$ cat src/rtl/tm1638_key_reader.sv
// TM1638 key-scan reader: sends read command 0x42, then clocks in four key bytes (byte0 first, LSB first).
// Optional TM1638_KEY_DEBOUNCE_EN: o_Keys only updates when two consecutive raw scans agree.
module tm1638_key_reader #(
    parameter int CLK_DIV     = 4,
    parameter int WAIT_CYCLES = 8
) (
    input  logic        i_Clk,
    input  logic        i_Rst_n,
    input  logic        i_Start,
    output logic        o_Busy,
    output logic        o_STB,
    output logic        o_CLK,
    output logic        o_DIO_Out,
    output logic        o_DIO_Oe,
    input  logic        i_DIO,
    output logic [31:0] o_Keys,
    output logic        o_Valid,
    output logic        o_Changed
);

    localparam logic [7:0] CMD_READ = 8'h42;
    // Sized for the longest phase (HOLD = 2*CLK_DIV) or tWAIT, whichever is larger.
    localparam int CNT_MAX = (2 * CLK_DIV > WAIT_CYCLES) ? 2 * CLK_DIV : WAIT_CYCLES;
    localparam int DIV_W   = $clog2(CNT_MAX + 1);
    localparam logic [DIV_W-1:0] DIV_LAST  = DIV_W'(CLK_DIV - 1);
    localparam logic [DIV_W-1:0] HOLD_LAST = DIV_W'(2 * CLK_DIV - 1);
    localparam logic [DIV_W-1:0] WAIT_LAST = DIV_W'(WAIT_CYCLES - 1);

    typedef enum logic [2:0] {
        S_IDLE, S_SETUP, S_CMD, S_WAIT, S_READ, S_END, S_HOLD
    } state_t;

    state_t             state_q, state_d;
    logic [DIV_W-1:0]   div_q, div_d;
    logic [4:0]         bit_q, bit_d;
    logic               phase_q, phase_d;
    logic [31:0]        shift_q, shift_d;
    logic [31:0]        keys_q, keys_d;
    logic               valid_q, valid_d;
    logic               changed_q, changed_d;
    logic               stb_q, stb_d;
    logic               clk_q, clk_d;
    logic               dio_out_q, dio_out_d;
    logic               dio_oe_q, dio_oe_d;
    logic               busy_q, busy_d;
    logic               commit;
`ifdef TM1638_KEY_DEBOUNCE_EN
    logic [31:0]        prev_q, prev_d;
`endif

    always_comb begin
        state_d   = state_q;
        div_d     = div_q + DIV_W'(1);
        bit_d     = bit_q;
        phase_d   = phase_q;
        shift_d   = shift_q;
        commit    = 1'b0;
        case (state_q)
            S_IDLE: begin
                div_d = '0;
                if (i_Start) state_d = S_SETUP;
            end
            S_SETUP: begin
                if (div_q == DIV_LAST) begin
                    state_d = S_CMD;
                    div_d   = '0;
                    bit_d   = '0;
                    phase_d = 1'b0;
                end
            end
            // phase_q: 0 = CLK low half, 1 = CLK high half of the current bit
            S_CMD, S_READ: begin
                if (div_q == DIV_LAST) begin
                    div_d = '0;
                    if (!phase_q) begin
                        phase_d = 1'b1;
                    end else begin
                        if (state_q == S_READ) shift_d = {i_DIO, shift_q[31:1]};
                        phase_d = 1'b0;
                        bit_d   = bit_q + 5'd1;
                        if (state_q == S_CMD && bit_q == 5'd7) begin
                            state_d = S_WAIT;
                            bit_d   = '0;
                        end
                        if (state_q == S_READ && bit_q == 5'd31) begin
                            state_d = S_END;
                            bit_d   = '0;
                        end
                    end
                end
            end
            S_WAIT: begin
                if (div_q == WAIT_LAST) begin
                    state_d = S_READ;
                    div_d   = '0;
                    bit_d   = '0;
                    phase_d = 1'b0;
                end
            end
            S_END: begin
                if (div_q == DIV_LAST) begin
                    state_d = S_HOLD;
                    div_d   = '0;
                    commit  = 1'b1;
                end
            end
            S_HOLD: begin
                if (div_q == HOLD_LAST) begin
                    state_d = S_IDLE;
                    div_d   = '0;
                end
            end
            default: state_d = S_IDLE;
        endcase
    end

    always_comb begin
        keys_d    = keys_q;
        changed_d = 1'b0;
        valid_d   = commit;
`ifdef TM1638_KEY_DEBOUNCE_EN
        prev_d    = prev_q;
        if (commit) begin
            prev_d = shift_q;
            if (shift_q == prev_q) begin
                keys_d    = shift_q;
                changed_d = (shift_q != keys_q);
            end
        end
`else
        if (commit) begin
            keys_d    = shift_q;
            changed_d = (shift_q != keys_q);
        end
`endif
    end

    // Pin outputs are decoded from the next state so they are registered yet aligned with it.
    always_comb begin
        busy_d    = (state_d != S_IDLE);
        stb_d     = (state_d == S_IDLE) || (state_d == S_HOLD);
        clk_d     = !(((state_d == S_CMD) || (state_d == S_READ)) && !phase_d);
        dio_oe_d  = (state_d == S_CMD);
        dio_out_d = (state_d == S_CMD) ? CMD_READ[bit_d[2:0]] : 1'b1;
    end

    always_ff @(posedge i_Clk or negedge i_Rst_n) begin
        if (!i_Rst_n) begin
            state_q   <= S_IDLE;
            div_q     <= '0;
            bit_q     <= '0;
            phase_q   <= 1'b0;
            shift_q   <= '0;
            keys_q    <= '0;
            valid_q   <= 1'b0;
            changed_q <= 1'b0;
            stb_q     <= 1'b1;
            clk_q     <= 1'b1;
            dio_out_q <= 1'b1;
            dio_oe_q  <= 1'b0;
            busy_q    <= 1'b0;
        end else begin
            state_q   <= state_d;
            div_q     <= div_d;
            bit_q     <= bit_d;
            phase_q   <= phase_d;
            shift_q   <= shift_d;
            keys_q    <= keys_d;
            valid_q   <= valid_d;
            changed_q <= changed_d;
            stb_q     <= stb_d;
            clk_q     <= clk_d;
            dio_out_q <= dio_out_d;
            dio_oe_q  <= dio_oe_d;
            busy_q    <= busy_d;
        end
    end

`ifdef TM1638_KEY_DEBOUNCE_EN
    always_ff @(posedge i_Clk or negedge i_Rst_n) begin
        if (!i_Rst_n) prev_q <= '0;
        else          prev_q <= prev_d;
    end
`endif

    assign o_Busy    = busy_q;
    assign o_STB     = stb_q;
    assign o_CLK     = clk_q;
    assign o_DIO_Out = dio_out_q;
    assign o_DIO_Oe  = dio_oe_q;
    assign o_Keys    = keys_q;
    assign o_Valid   = valid_q;
    assign o_Changed = changed_q;

endmodule
$ cat config.mk
export PLATFORM = sky130hd
export DESIGN_NAME = tm1638_key_reader
export DESIGN_NICKNAME = d
export VERILOG_FILES = /design/src/rtl/tm1638_key_reader.sv
export SDC_FILE = /design/constraint.sdc
export NUM_CORES = 1
export LEC_CHECK = 0
export ABC_AREA = 1
export BUFFER_PORTS_ARGS = -buffer_cell sky130_fd_sc_hd__buf_2
export CAP_MARGIN = 20
export CORE_MARGIN = 3
export CORE_UTILIZATION = 50
export DETAILED_ROUTE_END_ITERATION = 7
export PLACE_DENSITY = 0.71
export REMOVE_ABC_BUFFERS = 1
export SLEW_MARGIN = 0
export SYNTH_ARGS = -nofsm -noshare
export SYNTH_HDL_FRONTEND = slang
export SYNTH_SLANG_ARGS = --single-unit
$ cat constraint.sdc
create_clock -name i_Clk -period 2 [get_ports i_Clk]
set_clock_uncertainty 0.15 [all_clocks]
set_input_delay 0.2 -clock i_Clk [delete_from_list [all_inputs] [get_ports i_Clk]]
set_output_delay 0.2 -clock i_Clk [all_outputs]
set_load 0.01 [all_outputs]
**Word-level counts from Yosys, hierarchy flattened**

Memories as Yosys holds them, arrays and structs flattened.
Cells that the tools add are included.
Widths: inputs -> output; s select.

- Magnitude comparators: 1
- Reduce and logical (&&, ||, !) cells: 16
- Equal/unequal tests: 18
- Multiplexer cells: 30
- Add/subtract/negate cells: 2

Operators with widths:

| kind | count |
|---|---|
| $ne 32x32->1 | 1 |
| $mux 5 | 6 |
| $mux 3 | 9 |
| $pmux 3 s6 | 1 |
| $eq 3x3->1 const B | 5 |
| $pmux 5 s3 | 1 |
| $pmux 4 s3 | 1 |
| $eq 3x2->1 const B | 3 |
| $mux 1 | 9 |
| $mux 4 | 2 |
| $ne 2x2->1 const B | 4 |
| $logic_not 3->1 | 2 |
| $reduce_bool 3->1 | 2 |
| $add 5x1->5 const B | 1 |
| $eq 5x3->1 const B | 1 |
| $eq 5x5->1 const B | 1 |
| $reduce_and 5->1 | 1 |
| $add 4x1->4 const B | 1 |
| $eq 4x2->1 const B | 1 |
| $eq 4x3->1 const B | 1 |
| $lt 3x4->1 const B | 1 |
| $reduce_and 4->1 | 1 |
| $reduce_or 2->1 | 2 |
| $reduce_or 4->1 | 1 |
| other kinds (5) | 9 |

- ROM bits: 8
- Output and inout bits: 39
- Input bits: 4
- Logic and storage cells: 82
- Bits in registers: 84
- Memories: 1

Memories:

| name | depth | bits a word | rd ports | clocked after Yosys merged registers in | write ports | line | text |
|---|---|---|---|---|---|---|---|
| (no name shown) | 8 | 1 | 1 | 0 | 0 | 144 | `dio_out_d = (state_d == S_CMD) ? CMD_READ[bit_d[2:0]] : 1'b1;` |

**Depth between registers and ports, before layout**

- Depth after elaboration: 11
- Depth in mapped cells: 12
- Mapped depth without buffers: 12

**Least setup slack after synthesis**

OpenSTA, ideal clock, no wires.

- Kind: register -> register
- From: reg bit_q[0]
- To: reg dio_out_q, in the netlist o_DIO_Out
- Library setup time: 0.061 ns
- Buffers on the path: 0
- Arrival: 1.587 ns
- Required time: 1.789 ns
- Setup slack: 0.202 ns
- Period minus slack after synthesis: 1.798 ns
- Cell stages (with the launch flop): 12
- Cell sequence: dfrtp_1 > ha_1 > nand2_1 > nor2_1 > ha_1 > nand3_1 > inv_1 > nor2_1 > nand3_1 > nand3_2 > nand3_1 > nand3_2

- Cells in the longest elaborated chain, start to end: 10
- Elaborated cells between the ends (all ways): 21
- Those cells by class: add/sub (1); eq/ne (3); mux (14); reduce/logical (2); memory (1)

RTL lines:

| item | line | text |
|---|---|---|
| start: declaration | 35 | `logic [4:0] bit_q, bit_d;` |
| start signal: assignment | 165 | `bit_q <= bit_d;` |
| branches (longest 6 deep; another with $add 5x1->5) | - |  |
| $pmux 5 s3 * | 58 | `case (state_q)` |
| net bit_d[0] | 35 |  |
| $mem_v2 8x1 * | - |  |
| $mux 1 (not written as such) * | 144 |  |
| $mux 1 * | 144 |  |
| net dio_out_d | 43 | `logic dio_out_q, dio_out_d;` |
| end signal: assignment | 173 | `dio_out_q <= dio_out_d;` |
| end: declaration | 43 |  |

Mark *: on every way through the listed nets, which the timed path passes. The select of a mux whose other input is x is not followed.
A chain may end at the register's enable or synchronous reset.

**Worst setup path after layout**

- From: reg bit_q[1]
- To: reg dio_out_q, in the netlist o_DIO_Out

- Elaborated cells between the ends (all ways): 21
- Those cells by class: add/sub (1); eq/ne (3); mux (14); reduce/logical (2); memory (1)

RTL lines:

| item | line | text |
|---|---|---|
| $eq 5x3->1 | 81 | `if (state_q == S_CMD && bit_q == 5'd7) begin` |
| $logic_and 1x1->1 | 81 |  |
| $mux 3 | 81 |  |
| $mux 3 * | 85 | `if (state_q == S_READ && bit_q == 5'd31) begin` |
| $mux 3 * | 75 | `if (!phase_q) begin` |
| $mux 3 * | 73 | `if (div_q == DIV_LAST) begin` |
| $pmux 3 s6 * | 58 |  |
| $eq 3x2->1 * | - |  |
| net dio_oe_d | 44 | `logic dio_oe_q, dio_oe_d;` |
| $mux 1 * | 144 |  |
| net dio_out_d | 43 |  |

The timed path passes the listed nets; every way through them passes the cells marked *. The select of a mux whose other input is x is not followed.

==> results.yml <==
status:
  status: "completed"
placement:
  globalplace.congestion: 0.834
  place_hpwl_mm: 5.05
  numPlacedInstances: 579
  io_buffers: 42
hold_path:
  hold_class: "in -> async"
floorplan:
  die_h_um: 95.7
  ios: 43
  rows: 32
  start_util_pct: 51.8
  dieWidth_um: 95.7
  coreArea_mm2: 0.00777
  floorplan.die_area_mm2: 0.00915
detailed_routing:
  wl_per_cell_um: 12.4
  num_vias: 2937
  viasPerCell: 4.91
  drc: 0
  routed_wl_mm: 7.41
  antenna_left: 0
  firstDrtPassIters: 4
  drt_iter0_markers: 128
clock_network:
  cts-root-buf: "clkbuf_8"
  cts_buffers: 9
  cts_max_level: 3
  cts.sinks: 84
  clock_path_buffers: 2
  cts_tree: "done"
  clk_latency_ps: 340
  clk_pin_slew_ps: 80
synthesis:
  yosysTopAreaCell: "dfrtp_1"
  synth_xor_area_share_pct: 6.97
  synth-edff-count: 0
  async_flop_share_pct: 100
  netlist_area_mm2: 0.00402
  yosysWarnings: 0
  syn-mean-instance-area_um2: 9.04
  syn_inst: 445
  synthAdderAreaFrac_pct: 1.24
  synthDistinctLibCells: 32
  synth-seq-cells: 84
  synth_top_family_by_area: "simple AND/OR/NAND/NOR gates"
  synth_area_leaders: "dfrtp_1 (50%), nand2_1 (9.6%), o21ai_0 (7.2%)"
  synth_common_cells: "nand2_1 (103), dfrtp_1 (81), o21ai_0 (58)"
  ys.flop_type: "dfrtp_1"
  synthMuxAreaShare_pct: 0
  yosysTopAreaCellShare_pct: 50.4
  synth_seq_area_share_pct: 52.4
  synth-simple-area-share_pct: 21.8
  yosysMostFrequentCell: "nand2_1"
  synth_compound_area_share_pct: 10.2
setup_path:
  crit_family: "simple AND/OR/NAND/NOR gates"
  path_cells: "ha_1 > nand2_1 > nor2_1 > ha_1 > nand3_1 > inv_2 > o21ai_2 > nand3_2 > nor2_4 > nand3_2"
  arrival_ps: 1980
  r2r_slack_ps: 130
  critPathKind: "reg -> reg"
  end_kind: "flop"
  critPathSlowestCell: "dfrtp_1"
  start_kind: "flop"
  required_ps: 2120
  worst-path-buf-inv: 1
  critPathMaxStageDelay_ps: 410
  critPathMaxFanout: 3
flow_run:
  cap_violations: 0
timing:
  rsz0062_at_grt: "no"
  setup_viol: 0
  max_freq_mhz: 536
  period_share_pct: 93.3
  hold_ws_ps: 96.0
  hold_violations: 0
  final.setup.tns_ps: 0
  relSlewSlack_pct: 76.8
  tightest_slew_ps: 347
  fin_crit_ps: 1870
  drv_slew: 0
pwr:
  p_leak_nw: 2.21
  power-per-cell-area_mw_per_mm2: 651
  vdd_drop_max_v: 0.000359
final_layout:
  final_cells: 598
  multi_input_area_mm2: 0.00163
  register_area_mm2: 0.00211
  drive_gt1_share_pct: 21.4
  nets: 499
  fillers: 692
  diodes: 0
  area_delta_synth_final_pct: 13.7
global_route:
  grt_max_degree: 67
  grt_pass1_wl_mm: 12.8
  grt_pass1_vias: 2773
  antenna_found_initial: 0
  overflow: 0
  grt_usage_pct: 17.8
[final timing paths]
path | startpoint | to | depth (start not counted)
worst max register to register | bit_q[1] | o_DIO_Out | 10
max in group asynchronous | i_Rst_n | o_DIO_Out | 3
min in group i_Clk | i_Start | state_q[0] | 5
worst min-delay path | i_Rst_n | o_Valid | 2
worst min register to register | div_q[0] | div_q[0] | 1
worst max-delay path | bit_q[1] | o_DIO_Out | 10
[metal layers]
layer  global-route usage (%)  routed length, µm  up-vias
met5                        0                  0        -
met2                     27.8               3460       48
met4                     7.46                 91        0
met3                     3.79                256        7
li1                         -                  -     1512
met1                     24.2               3600     1370
[where the power goes]
group	internal (mW)	switching [mW]	leakage (nW)	total, mW
Clock	0.650	0.587	0.104	1.24
Sequential	1.70	0	1.12	1.70
Combinational	0.0106	0.0340	0.981	0.0445
Total	2.36	0.621	2.21	2.98
[what timing repair did]
| action | 4_1_cts | 5_1_grt |
|---|---|---|
| hold endpoints to repair | 82 | 0 |
| hold buffers | 2 | 0 |
| setup buffers | 0 | 1 |
| setup endpoints to repair | 0 | 2 |
| gates resized for setup | 0 | 4 |
[state kept, by name, indices dropped and copies added (netlist names), 3 cells and up]
register	flops
state_q	3
div_q	4
shift_q	32
bit_q	5
o_Keys	32
[kinds of logic (layout without fill, tap and decap cells)]
group,after synthesis,in the layout
XOR/XNOR,32,32
AND/OR/NAND/NOR,182,182
buffers and inverters,66,117
adder cells (fa/ha/maj),4,4
flip-flops,84,84
AO/OA/AOI/OAI,77,77
[layout by cell type (no fill, tap or decap), types with 2 or more instances in the layout]
| master | n |
|---|---|
| nand2_2 | 10 |
| dlygate4sd3_1 | 2 |
| a21oi_1 | 4 |
| nand3_2 | 4 |
| nand3_4 | 2 |
| o21ai_2 | 2 |
| clkbuf_8 | 11 |
| xor2_1 | 3 |
| nand2_1 | 102 |
| o21ai_0 | 58 |
| clkbuf_1 | 2 |
| nand3_1 | 18 |
| nand4_1 | 7 |
| o21ai_1 | 10 |
| nor2_2 | 4 |
| or2_2 | 2 |
| ha_1 | 3 |
| nor2_1 | 23 |
| nor2_4 | 7 |
| buf_2 | 41 |
| xnor2_1 | 29 |
| buf_4 | 4 |
| buf_12 | 3 |
| dfstp_2 | 3 |
| inv_2 | 6 |
| inv_1 | 45 |
| dfrtp_1 | 81 |
[layout make-up]
class / count / share of cell area [%]
flip-flops and latches: 84 / 46.0
multi-input cells: 295 / 35.6
repair buffers: 50 / 6.89
inverters: 51 / 4.19
clock buffers: 13 / 3.47
well taps: 102 / 2.79
clock inverters: 3 / 0.958
[per-stage QoR]
stage / setup WS (ps) / area [µm²] / power (mW) / util (%)
floorplan: -289 / 3920 / 1.73 / -
global placement: 141 / 4330 / 1.77 / 55.8
detailed placement: 49.5 / 4330 / 1.78 / 55.8
CTS: 10.3 / 4560 / 3.01 / 58.7
global route: 28.5 / 4570 / 3.09 / 58.9
finish: 134 / 4570 / 2.98 / 58.9
Note: power is estimated with default switching activity, not from simulation.
